## src/rtl/ecsu_pkg.sv

```systemverilog
// Shared types and constants for the sensor-pod frame decoder and the ECSU.
// Latency: n/a (types, constants and a pure checksum function only).
// Backpressure: n/a.
package ecsu_pkg;

    // Decoder position within the 5-byte sensor frame.
    typedef enum logic [2:0] {
        FS_HUNT   = 3'd0,
        FS_WIND   = 3'd1,
        FS_TEMP   = 3'd2,
        FS_FLAGS  = 3'd3,
        FS_CSUM   = 3'd4,
        FS_UPDATE = 3'd5
    } frame_state_e;

    // First byte of every frame.
    localparam logic [7:0] SYNC_BYTE = 8'hA5;

    // Visibility codes; FAILSAFE drives the ECSU into HIGH_ALERT.
    typedef enum logic [1:0] {
        VIS_CLEAR    = 2'b00,
        VIS_HAZE     = 2'b01,
        VIS_FOG      = 2'b10,
        VIS_FAILSAFE = 2'b11
    } vis_code_e;

    // ECSU state encodings consumed downstream.
    typedef enum logic [1:0] {
        ECSU_NORMAL     = 2'b00,
        ECSU_CAUTION    = 2'b01,
        ECSU_ALERT      = 2'b10,
        ECSU_HIGH_ALERT = 2'b11
    } ecsu_state_e;

    // Frame checksum: XOR of the three payload bytes.
    function automatic logic [7:0] frame_csum(input logic [7:0] b1,
                                              input logic [7:0] b2,
                                              input logic [7:0] b3);
        return b1 ^ b2 ^ b3;
    endfunction

endpackage

```

## src/rtl/sat_counter.sv

```systemverilog
// Saturating up-counter with synchronous clear and enable; flags when it sits at MAX.
// Latency: count updates on the clock edge; at_max is decoded from the registered count.
// Backpressure: none; clear has priority over enable, holding at MAX once reached.
module sat_counter #(
    parameter int unsigned MAX = 16
) (
    input  logic clk,
    input  logic rst,
    input  logic clr,
    input  logic en,
    output logic at_max
);

    localparam int unsigned W = $clog2(MAX + 1);
    localparam logic [W-1:0] MAX_V = W'(MAX);

    logic [W-1:0] count_q;
    logic [W-1:0] count_d;

    assign at_max = (count_q == MAX_V);

    // Next count: clear wins, otherwise step up until the ceiling.
    always_comb begin
        count_d = count_q;
        if (clr) begin
            count_d = '0;
        end else if (en && !at_max) begin
            count_d = count_q + 1'b1;
        end
    end

    // Count register with synchronous reset.
    always_ff @(posedge clk) begin
        if (rst) begin
            count_q <= '0;
        end else begin
            count_q <= count_d;
        end
    end

endmodule

```

## src/rtl/weather_frame_decoder.sv

```systemverilog
// Decodes 5-byte sensor frames into registered weather outputs and flags stale data.
// Latency: outputs and frame_valid change one edge after the checksum byte is accepted.
// Backpressure: rx_ready drops for the single UPDATE cycle only; bytes are never lost.
module weather_frame_decoder
    import ecsu_pkg::*;
#(
    parameter int unsigned BYTE_TIMEOUT  = 16,
    parameter int unsigned STALE_TIMEOUT = 1000
) (
    input  logic              CLK,
    input  logic              RST,
    input  logic              rx_valid,
    input  logic [7:0]        rx_data,
    output logic              rx_ready,
    output logic              thunderstorm,
    output logic [5:0]        wind,
    output logic [1:0]        visibility,
    output logic signed [7:0] temperature,
    output logic              frame_valid,
    output logic              checksum_error,
    output logic              sensor_stale,
    output logic [7:0]        error_count
);

    frame_state_e state_q, state_d;

    // Staged frame bytes, kept whole so the checksum covers every bit.
    logic [7:0] wind_stg_q, wind_stg_d;
    logic [7:0] temp_stg_q, temp_stg_d;
    logic [7:0] flags_stg_q, flags_stg_d;

    // Last good weather values.
    logic       th_q, th_d;
    logic [5:0] wind_q, wind_d;
    logic [1:0] vis_q, vis_d;
    logic [7:0] temp_q, temp_d;

    logic       frame_valid_q, frame_valid_d;
    logic       checksum_error_q, checksum_error_d;
    logic [7:0] error_count_q, error_count_d;

    logic accept;
    logic waiting;
    logic byte_timeout;
    logic reject;
    logic byte_cnt_clr;
    logic byte_cnt_en;
    logic byte_at_max;
    logic stale_clr;
    logic stale_at_max;

    assign rx_ready = (state_q != FS_UPDATE);
    assign accept   = rx_valid && rx_ready;
    assign waiting  = (state_q == FS_WIND) || (state_q == FS_TEMP) ||
                      (state_q == FS_FLAGS) || (state_q == FS_CSUM);

    // The inter-byte timer only runs while a frame is partially received.
    assign byte_cnt_clr = accept || !waiting;
    assign byte_cnt_en  = waiting && !accept;
    assign byte_timeout = waiting && byte_at_max;

    // The age of the last good frame restarts when it is published.
    assign stale_clr = (state_q == FS_UPDATE);

    sat_counter #(.MAX(BYTE_TIMEOUT)) u_byte_timer (
        .clk    (CLK),
        .rst    (RST),
        .clr    (byte_cnt_clr),
        .en     (byte_cnt_en),
        .at_max (byte_at_max)
    );

    sat_counter #(.MAX(STALE_TIMEOUT)) u_stale_timer (
        .clk    (CLK),
        .rst    (RST),
        .clr    (stale_clr),
        .en     (1'b1),
        .at_max (stale_at_max)
    );

    // Frame parser: next state, byte staging, publish on UPDATE, reject decisions.
    always_comb begin
        state_d       = state_q;
        wind_stg_d    = wind_stg_q;
        temp_stg_d    = temp_stg_q;
        flags_stg_d   = flags_stg_q;
        th_d          = th_q;
        wind_d        = wind_q;
        vis_d         = vis_q;
        temp_d        = temp_q;
        frame_valid_d = 1'b0;
        reject        = 1'b0;

        if (byte_timeout) begin
            // A timeout beats any byte presented on the same edge; that byte is not consumed.
            reject  = 1'b1;
            state_d = FS_HUNT;
        end else begin
            case (state_q)
                FS_HUNT: begin
                    if (accept && (rx_data == SYNC_BYTE)) begin
                        state_d = FS_WIND;
                    end
                end
                FS_WIND: begin
                    if (accept) begin
                        wind_stg_d = rx_data;
                        if (rx_data[7:6] != 2'b00) begin
                            reject  = 1'b1;
                            state_d = FS_HUNT;
                        end else begin
                            state_d = FS_TEMP;
                        end
                    end
                end
                FS_TEMP: begin
                    if (accept) begin
                        temp_stg_d = rx_data;
                        state_d    = FS_FLAGS;
                    end
                end
                FS_FLAGS: begin
                    if (accept) begin
                        flags_stg_d = rx_data;
                        if (rx_data[7:3] != 5'd0) begin
                            reject  = 1'b1;
                            state_d = FS_HUNT;
                        end else begin
                            state_d = FS_CSUM;
                        end
                    end
                end
                FS_CSUM: begin
                    if (accept) begin
                        if (rx_data == frame_csum(wind_stg_q, temp_stg_q, flags_stg_q)) begin
                            state_d = FS_UPDATE;
                        end else begin
                            reject  = 1'b1;
                            state_d = FS_HUNT;
                        end
                    end
                end
                FS_UPDATE: begin
                    th_d          = flags_stg_q[2];
                    vis_d         = flags_stg_q[1:0];
                    wind_d        = wind_stg_q[5:0];
                    temp_d        = temp_stg_q;
                    frame_valid_d = 1'b1;
                    state_d       = FS_HUNT;
                end
                default: begin
                    state_d = FS_HUNT;
                end
            endcase
        end
    end

    // Reject bookkeeping: one-cycle error pulse and a saturating count.
    always_comb begin
        checksum_error_d = reject;
        error_count_d    = error_count_q;
        if (reject && (error_count_q != 8'hFF)) begin
            error_count_d = error_count_q + 8'd1;
        end
    end

    // State, staging and output registers with synchronous reset.
    always_ff @(posedge CLK) begin
        if (RST) begin
            state_q          <= FS_HUNT;
            wind_stg_q       <= '0;
            temp_stg_q       <= '0;
            flags_stg_q      <= '0;
            th_q             <= 1'b0;
            wind_q           <= '0;
            vis_q            <= '0;
            temp_q           <= '0;
            frame_valid_q    <= 1'b0;
            checksum_error_q <= 1'b0;
            error_count_q    <= '0;
        end else begin
            state_q          <= state_d;
            wind_stg_q       <= wind_stg_d;
            temp_stg_q       <= temp_stg_d;
            flags_stg_q      <= flags_stg_d;
            th_q             <= th_d;
            wind_q           <= wind_d;
            vis_q            <= vis_d;
            temp_q           <= temp_d;
            frame_valid_q    <= frame_valid_d;
            checksum_error_q <= checksum_error_d;
            error_count_q    <= error_count_d;
        end
    end

    assign thunderstorm   = th_q;
    assign wind           = wind_q;
    assign temperature    = temp_q;
    assign sensor_stale   = stale_at_max;
    // Stale data forces the fail-safe code; the real value is kept for the next good frame.
    assign visibility     = stale_at_max ? VIS_FAILSAFE : vis_q;
    assign frame_valid    = frame_valid_q;
    assign checksum_error = checksum_error_q;
    assign error_count    = error_count_q;

endmodule

```

## config.mk

```make
export PLATFORM = sky130hd
export DESIGN_NAME = weather_frame_decoder
export DESIGN_NICKNAME = d
export VERILOG_FILES = /design/src/rtl/ecsu_pkg.sv /design/src/rtl/sat_counter.sv /design/src/rtl/weather_frame_decoder.sv
export SDC_FILE = /design/constraint.sdc
export NUM_CORES = 1
export LEC_CHECK = 0
export CORE_UTILIZATION = 45
export CTS_CLUSTER_DIAMETER = 40
export CTS_CLUSTER_SIZE = 12
export DETAILED_ROUTE_END_ITERATION = 8
export GPL_ROUTABILITY_DRIVEN = 0
export PLACE_DENSITY = 0.65
export SETUP_SLACK_MARGIN = 0.2
export SKIP_LAST_GASP = 1
export SYNTH_ARGS = -nofsm -noshare
export SYNTH_HDL_FRONTEND = slang
export SYNTH_SLANG_ARGS = --single-unit
export TNS_END_PERCENT = 100
```

## constraint.sdc

```tcl
create_clock -name CLK -period 2.51 [get_ports CLK]
set_input_delay 0.251 -clock CLK [delete_from_list [all_inputs] [get_ports CLK]]
set_output_delay 0.251 -clock CLK [all_outputs]
set_load 0.03 [all_outputs]
```

# == After elaboration in Yosys (flattened, before gate mapping) ==
# Cells that the tools add are included.
# W data, S select, Z words.
# word_totals
ff_bits,69
romBits,0
mem_count,0
output_inout_bits,29
mem_bits_rw,0
word_cells,78
latchBits,0
# classes
eq_ne,16
n_lt_le_gt_ge,0
shift,0
n_reduce_logical,24
multipliers,0
n_addsub,3
n_div,0
muxes,19
bitwise_logic,3
# ops
cell,count
$mux W3,7
$xor A8 B8 Y8,2
$pmux W3 S5,1
$add A10 B1 Y10 const B,1
$eq A10 B10 Y1 const B,1
$ne A2 B2 Y1 const B,5
$reduce_and A3 Y1,3
$add A8 B1 Y8 const B,1
$eq A8 B8 Y1,1
$eq A8 B8 Y1 const B,1
$mux W1,8
$ne A8 B8 Y1 const B,1
$eq A3 B2 Y1 const B,2
$eq A3 B3 Y1 const B,2
$logic_and A1 B1 Y1,6
$reduce_or A2 Y1,3
$add A5 B1 Y5 const B,1
$eq A5 B5 Y1 const B,1
$reduce_and A5 Y1,1
$reduce_bool A5 Y1,1
$logic_or A1 B1 Y1,4
$mux W2,2
$eq A3 B1 Y1 const B,1
$logic_not A1 Y1,3
6 further kinds,6

# == Longest topological paths before layout ==
# depth
ltp_word,8
depth_mapped,9
mapped_depth_nobuf,7

# == By module ==
# A second synthesis with hierarchy kept.
# unflattened
hier_cells,370
area_unflattened_um2,3281.9
# modules_own_cells
module,instances,area_per_inst_um2,cells_per_inst,seq_area_each_um2
weather_frame_decoder,1,2407.3,274,1081.0
sat_counter (u_stale_timer),1,593.1,67,200.2
sat_counter (u_byte_timer),1,281.5,29,100.1

# == Least setup slack after synthesis ==
# No wires, ideal clock.
# synth_timing
kind,reg-to-reg
from,register state_q[2]
to,register error_count_q[3] (netlist: error_count[3])
setup_time_ps,121
stages_incl_launch_ff,10
path_slack_ps,560
path_buffers,2
arrival_ps,1828
path_cell_list,dfxtp_1 buf_6 o21ba_4 mux2i_1 o32a_1 a41oi_2 o21ai_2 buf_6 nor3_2 mux2_4
# synth_between
elab_chain_cells,7
word_cells_on_any_way,16
classes_between,eq/ne (5); mux (5); reduce/logical (6)
# synth_rtl
element,line,text
start: declaration,weather_frame_decoder.sv:25,"frame_state_e state_q, state_d;"
start signal: assignment,weather_frame_decoder.sv:182,state_q <= state_d;
branches (longest 5 deep; another with $ne A3 B3 Y1),-,
$mux W1 (*),weather_frame_decoder.sv:94,if (byte_timeout) begin
$logic_and A1 B1 Y1 (*),weather_frame_decoder.sv:162,if (reject && (error_count_q != 8'hFF)) begin
end signal: assignment,weather_frame_decoder.sv:192,error_count_q <= error_count_d;
end: declaration,weather_frame_decoder.sv:40,"logic [7:0] error_count_q, error_count_d;"
# Every way passes the cells marked *.
# A chain may end at the register's enable or synchronous reset.

# == Final worst setup path ==
# layout_timing
from,input port rx_data[6]
to,register error_count_q[7] (netlist: error_count[7])
# layout_between
elab_chain_cells,6
word_cells_on_any_way,12
classes_between,eq/ne (1); mux (8); reduce/logical (3)
# layout_rtl
element,line,text
start: declaration,weather_frame_decoder.sv:13,"input logic [7:0] rx_data,"
"$eq A8 B8 Y1, or another cell as far along",weather_frame_decoder.sv:135,"if (rx_data == frame_csum(wind_stg_q, temp_stg_q, flags_stg_q)) begin"
$mux W1 (on tied branches),"weather_frame_decoder.sv:135, weather_frame_decoder.sv:108, weather_frame_decoder.sv:125",
$mux W1 (on tied branches),"weather_frame_decoder.sv:134, weather_frame_decoder.sv:106, weather_frame_decoder.sv:123",
$pmux W1 S3 (*),weather_frame_decoder.sv:99,case (state_q)
$mux W1 (*),weather_frame_decoder.sv:94,
$logic_and A1 B1 Y1 (*),weather_frame_decoder.sv:162,
# Every way passes the cells marked *; elsewhere a longest branch is shown, timed or not.

==> summary.txt <==
==============================================================================
Die Footprint                                                        7419 um^2
Worst-Skew Late Latency                                                 340 ps
Number of distinct library cells after synthesis                            50
Path category of the worst min-delay check                           in -> reg
Violation count after the first detailed-route iteration                    78
Area growth syn-to-layout                                               21.88%
Leading register cell type out of synthesis                       sky130_fd_sc_hd__dfxtp_1
Worst Min Path Start                                                       RST
Total number of nets in the final design                                   418
Largest stage delay on the critical path                                610 ps
Hold violation count in the final report                                     0
CTS sink count                                                              69
Register bit count reported by yosys                                        69
Ant diodes                                                                   0
Number of fill cells in the layout                                         656
Post-Syn Area per Cell                                              9.050 um^2
Leakage power total                                                   1.497 nW
Number of buffers on the longest clock path                                  2
Final Max Slew Viols                                                         0
Worst setup path class                                               in -> reg
Level count of the clock H-tree                                              3
Placement Rows                                                              30
Number of detailed-routing iterations run before antenna repair              5
Y dimension of the die                                                86.14 um
Total detailed-routing wirelength                                      6500 um
Slowest stage cell on the critical path                           sky130_fd_sc_hd__clkdlybuf4s50_1
WHS Endpoint                                                      error_count[0]$_SDFFE_PP0P_
Count of maximum capacitance violations                                      0
Ports                                                                       40
Global-route wire length before repair                                11260 um
Antenna violations before repair                                             0
Highest clock frequency the design can meet                          460.9 MHz
Worst hold path depth                                                        2
Kind of start point of the critical path                          primary input
Worst-case vdd ir drop                                               0.2829 mV
TritonCTS clock tree                                                     built
Antenna-violating nets left                                                  0
End of the worst register-to-register path                        error_count[7]$_SDFFE_PP0P_
Sequential area share after synthesis                                   43.36%
Worst slack after detailed placement                                  17.14 ps
Areal power density over the cells                                543.5 nW/um^2
Number of warning messages in the yosys log                                  0
Area of the core region                                              6832 um^2
Vias in the first global route                                            2440
Synth async-reset ratio                                                     0%
Min Clock Period, post-route                                           2170 ps
Total number of vias                                                      2506
Syn Inst Count                                                             352
Post-Synthesis Net Count                                                   368
Tot GR Track Use                                                        19.46%
Worst Path Arrival                                                     2440 ps
Fraction of final layout cells sized beyond drive strength 1            12.07%
Fin worst setup slack                                                 340.2 ps
Setup repair after global routing missed its margin                      false
Setup-violating endpoint count in the final report                           0
Crit path max fanout                                                         6
Crit path capture type                                               flip-flop
Post-synth EDFFs                                                             0
Required time at the worst-slack endpoint                              2780 ps
Average via count per standard cell                                      4.992
Worst clock skew on the final layout                                  12.45 ps
Actual transition at the worst max-transition pin                     516.6 ps
Clock transition at the registers of the reported paths                  70 ps
Run status                                                        complete, no violations
Horizontal die dimension                                              86.14 um
Half-perimeter wire length of the detailed placement result            4657 um
DR WL/cell                                                            12.95 um
Total overflow reported by the global router                                 0
Crit share post-route                                                   86.45%
Critical register-to-register path startpoint                     state_q[2]$_SDFFE_PP0P_
Worst R2R Path Depth                                                         7
Starting utilization of the core area                                   46.63%
PortBufs                                                                    39
DRC violations left                                                          0
Cts bufs inserted                                                            9
Maximum number of pins on one net before global-route repair                43
Area of the mapped netlist                                           3186 um^2
Cell chain of the critical path                                   clkdlybuf4s50_1 > o21ba_4 > mux2i_1 > o32a_1 > a41oi_2 > o21ai_2 > or4_1 > a21oi_1
Worst max-slew margin expressed relative to the limit                   65.56%
Register-to-register setup slack                                        380 ps
CTS root buffer                                                   sky130_fd_sc_hd__clkbuf_8
Total negative setup slack                                                0 ps
==============================================================================
[registers in the layout (all words and copies together) (netlist names)]
signal / cells
state_q: 3
u_byte_timer.count_q: 5
thunderstorm: 1
wind: 6
vis_q: 2
wind_stg_q: 8
temperature: 8
frame_valid: 1
error_count: 8
u_stale_timer.count_q: 10
flags_stg_q: 8
temp_stg_q: 8
checksum_error: 1
[worst max path at each step]
stage,startpoint,to,slack [ps],cells past startpoint
after CTS,u_stale_timer.count_q[0]$_SDFFE_PP0N_,sensor_stale,270,6
final,rx_data[6],error_count[7]$_SDFFE_PP0P_,340,8
after floorplan,state_q[2]$_SDFFE_PP0P_,error_count[3]$_SDFFE_PP0P_,560,9
after global placement,rx_data[6],error_count[4]$_SDFFE_PP0P_,50,8
after global routing,u_stale_timer.count_q[5]$_SDFFE_PP0N_,visibility[0],220,5
after detailed placement,rx_data[6],error_count[5]$_SDFFE_PP0P_,20,9
[routing by layer]
| metal | share of wire, % | up-vias | track usage, % |
|---|---|---|---|
| met5 | 0 | - | 0 |
| met4 | 1.2 | 0 | 8.939 |
| met3 | 3.1 | 8 | 3.946 |
| met2 | 49 | 43 | 32.76 |
| met1 | 47 | 1171 | 23.93 |
| li1 | - | 1284 | - |
[cells by family after synthesis]
group,Yosys count,synth area share (%)
fa+ha+maj,5,1.964
buf+inv,27,5.067
xor+xnor,34,9.584
flops,69,43.36
mux,28,9.152
simple gates,144,21.76
compound gates,45,9.113
[cell usage in the layout (no fill, tap or decap), types with 4 or more instances in the layout]
cell type	count
sky130_fd_sc_hd__mux2i_1	25
sky130_fd_sc_hd__nand3_1	12
sky130_fd_sc_hd__a21oi_1	28
sky130_fd_sc_hd__clkbuf_8	11
sky130_fd_sc_hd__xor2_1	15
sky130_fd_sc_hd__nand2_1	48
sky130_fd_sc_hd__nor2_1	48
sky130_fd_sc_hd__clkdlybuf4s50_1	35
sky130_fd_sc_hd__inv_1	11
sky130_fd_sc_hd__ha_1	5
sky130_fd_sc_hd__buf_4	16
sky130_fd_sc_hd__xnor2_1	18
sky130_fd_sc_hd__dfxtp_1	69
sky130_fd_sc_hd__or3_1	4
[through the flow]
stage	cells	power (W)	hold WS [ps]	cell area, um^2	util, %
after CTS	502	0.002130	225.8	3886	56.89
after global routing	502	0.002193	263.5	3882	56.83
after floorplan	352	0.001182	394.9	3186	-
final	502	0.002110	244.6	3882	56.83
after detailed placement	487	0.001224	447.7	3691	54.03
after global placement	487	0.001222	441.6	3691	54.03
[synthesized netlist by cell type, drive strengths merged (2+ instances only)]
library cell / count / area (um^2)
dfxtp: 69 / 1381
nor2: 49 / 186.4
nand2: 48 / 180.2
a21oi: 28 / 140.1
mux2i: 25 / 250.2
xnor2: 18 / 157.7
xor2: 16 / 147.7
clkbuf: 12 / 75.07
nand3: 12 / 60.06
inv: 11 / 41.29
nor3: 6 / 51.30
ha: 5 / 62.56
buf: 4 / 45.04
o21ai: 4 / 23.77
or3: 4 / 25.02
and3: 3 / 18.77
mux2: 3 / 41.29
nand4: 3 / 18.77
nor2b: 3 / 18.77
nor4: 3 / 33.78
or4: 3 / 26.27
nand2b: 2 / 12.51
nand4b: 2 / 17.52
o21a: 2 / 15.01
or2: 2 / 12.52
[critical path, delay by kind of cell]
family	cells	cell delay, ps
compound gates	5	990
buf+inv	1	610
mux	1	60
simple gates	1	530
[cell type report]
cell class	count	area (um^2)	share of cell area [%]
clock buffers	11	151.4	3.899
clock inverters	4	47.55	1.225
inverters	11	41.29	1.063
multi-input cells	256	1643	42.31
flip-flops and latches	69	1381	35.58
well taps	96	120.1	3.094
repair buffers	55	498.0	12.83
[timing repair]
action / in CTS / in global routing
gates resized for setup: 3 / 2
gates cloned: 0 / 0
endpoints found under the setup margin: 3 / 1
setup buffers: 0 / 0
hold buffers: 0 / 0
[report_power, final]
group / internal [W] / total, W / switching, W
clock network: 0.000504 / 0.000912 / 0.000407
logic: 0.0000434 / 0.0000946 / 0.0000513
registers: 0.00110 / 0.00110 / 0.00000537
total: 0.00165 / 0.00211 / 0.000464
(Power assumes the default switching activity.)
==> variant, RTL diff (same settings) <==
Set the parameter `STALE_TIMEOUT` to 250 (it was 1000).
--- a/src/rtl/weather_frame_decoder.sv
+++ b/src/rtl/weather_frame_decoder.sv
@@ -7,3 +7,3 @@
     parameter int unsigned BYTE_TIMEOUT  = 16,
-    parameter int unsigned STALE_TIMEOUT = 1000
+    parameter int unsigned STALE_TIMEOUT = 250
 ) (
Check against the original RTL: same outputs for any inputs over 10 cycles, from zero or initial values and one cycle with RST high; that may be too few to reach the edited logic, so the function may still have changed.
==> variant against the original RTL <==
- the run now ends with DRC left
- clock power shrank 3.4%
- combinational power is essentially flat
- setup slack lost 23 ps
- synthesized area shrank 4.8%
- final area shrank 2.2%
- sequential share of layout area shrank 0.22 points
- total power shrank 3.0%
- die area shrank 4.7%
- maximum frequency shrank 1.0%
- global-route usage shrank 0.39 points
- critical path depth is the same
- largest power group unchanged
- critical path type unchanged
- wire length shrank 5.4%
- sequential cell count shrank 2
==> variant: results (changes against the original RTL) <==
[worst_setup_path]
cp.arrival_ps = 2420  ; was 2440 ps

[grt]
grt_max_degree = 42  ; was 43
grt_pass1_wl_um = 10700  ; was 11300 um
grt_usage = 0.191  ; was 0.195

[placement]
dp.cells = 460  ; was 487
placed_area_mm2 = 0.00360  ; was 0.00369 mm2
place_hpwl_um = 4350  ; was 4660 um

[synthesis]
synthTopCellsByArea = dfxtp_1 44%, mux2i_1 8.6%, nor2_1 6.8%  ; was dfxtp_1 43%, mux2i_1 7.9%, nand2_1 5.7%
synth.net_count = 357  ; was 368
yosysSeqAreaShare = 0.442  ; was 0.434
avgSynthCellArea_um2 = 8.89  ; was 9.05 um2
synth.distinct_cells = 44  ; was 50
synth_common_cells = 67 x dfxtp_1, 55 x nor2_1, 45 x nand2_1  ; was 69 x dfxtp_1, 48 x nand2_1, 48 x nor2_1

[finish]
layout-drive-gt1-share = 0.130  ; was 0.121
final_util = 0.591  ; was 0.568
fin_cells = 476  ; was 502
fin_nets = 410  ; was 418

[routing]
wirelength_um = 6150  ; was 6500 um
drc = 4  ; was 0

[sta]
tightest_slew_ps = 427  ; was 517 ps
finClkSkew_ps = 6.42  ; was 12.5 ps

[run_status]
status = finished with violations  ; was finished, final reports clean
violations = DRC

[pwr]
p_leak_nw = 1.38  ; was 1.50 nW
clkPwrFrac = 0.430  ; was 0.432
p_sw_w = 0.000475  ; was 0.000464 W
irDropWorstVdd_mv = 0.302  ; was 0.283 mV

-- variant: cell types whose count changed after synthesis, sizes merged, moves of 3 or more --
cell / change
xnor2: +4
nor2: +6
nand3: -5
nand2: -3
buf: +3
nor2b: +3
inv: -6
mux2: +3
a21oi: -3
xor2: -3
-- variant: metal layers --
metal  wire length (um)  GRT usage  up-vias
met1               2960      0.236     1147
met5                  0          0        -
li1                   -          -     1234
met2               2890      0.323       49
met3                183     0.0366       13
met4                112     0.0799        0
-- variant: area by class of cell --
cell class | instances | share of cell area
clock buffers | 10 | 0.0336
clock inverters | 6 | 0.0171
inverters | 5 | 0.00494
multi-input cells | 250 | 0.420
flip-flops and latches | 67 | 0.354
well taps | 77 | 0.0254
repair buffers | 61 | 0.145
-- variant: cells by family (layout without fill, tap and decap cells) --
logic type / after synthesis / in the layout / share of synthesized area
adder cells (fa/ha/maj): 5 / 5 / 0.0206
buffers and inverters: 24 / 82 / 0.0338
AO/OA/AOI/OAI: 33 / 33 / 0.0611
XOR/XNOR: 35 / 35 / 0.101
multiplexers: 32 / 32 / 0.109
AND/OR/NAND/NOR: 145 / 145 / 0.232
flip-flops: 67 / 67 / 0.442
-- variant: final timing paths --
kind / start / end / slack, ps
worst max-delay path: rx_data[4] / error_count[4] / 320
worst max register to register: state_q[0] / error_count[4] / 340
worst min register to register: temperature[0] / temperature[0] / 450
worst min-delay path: RST / error_count[1] / 270
-- variant: repair_timing --
| item | CTS | global route |
|---|---|---|
| pin swaps | 0 | 1 |
| resized for setup | 2 | 4 |
| endpoints found under the setup margin | 2 | 3 |
-- variant: worst max-delay path, stage by stage --
cell	delay, ps
clkdlybuf4s50_1	570
or4_1	160
nor2_2	50
o32ai_1	420
a21oi_2	130
nor4b_2	300
and3_1	230
mux2_4	300
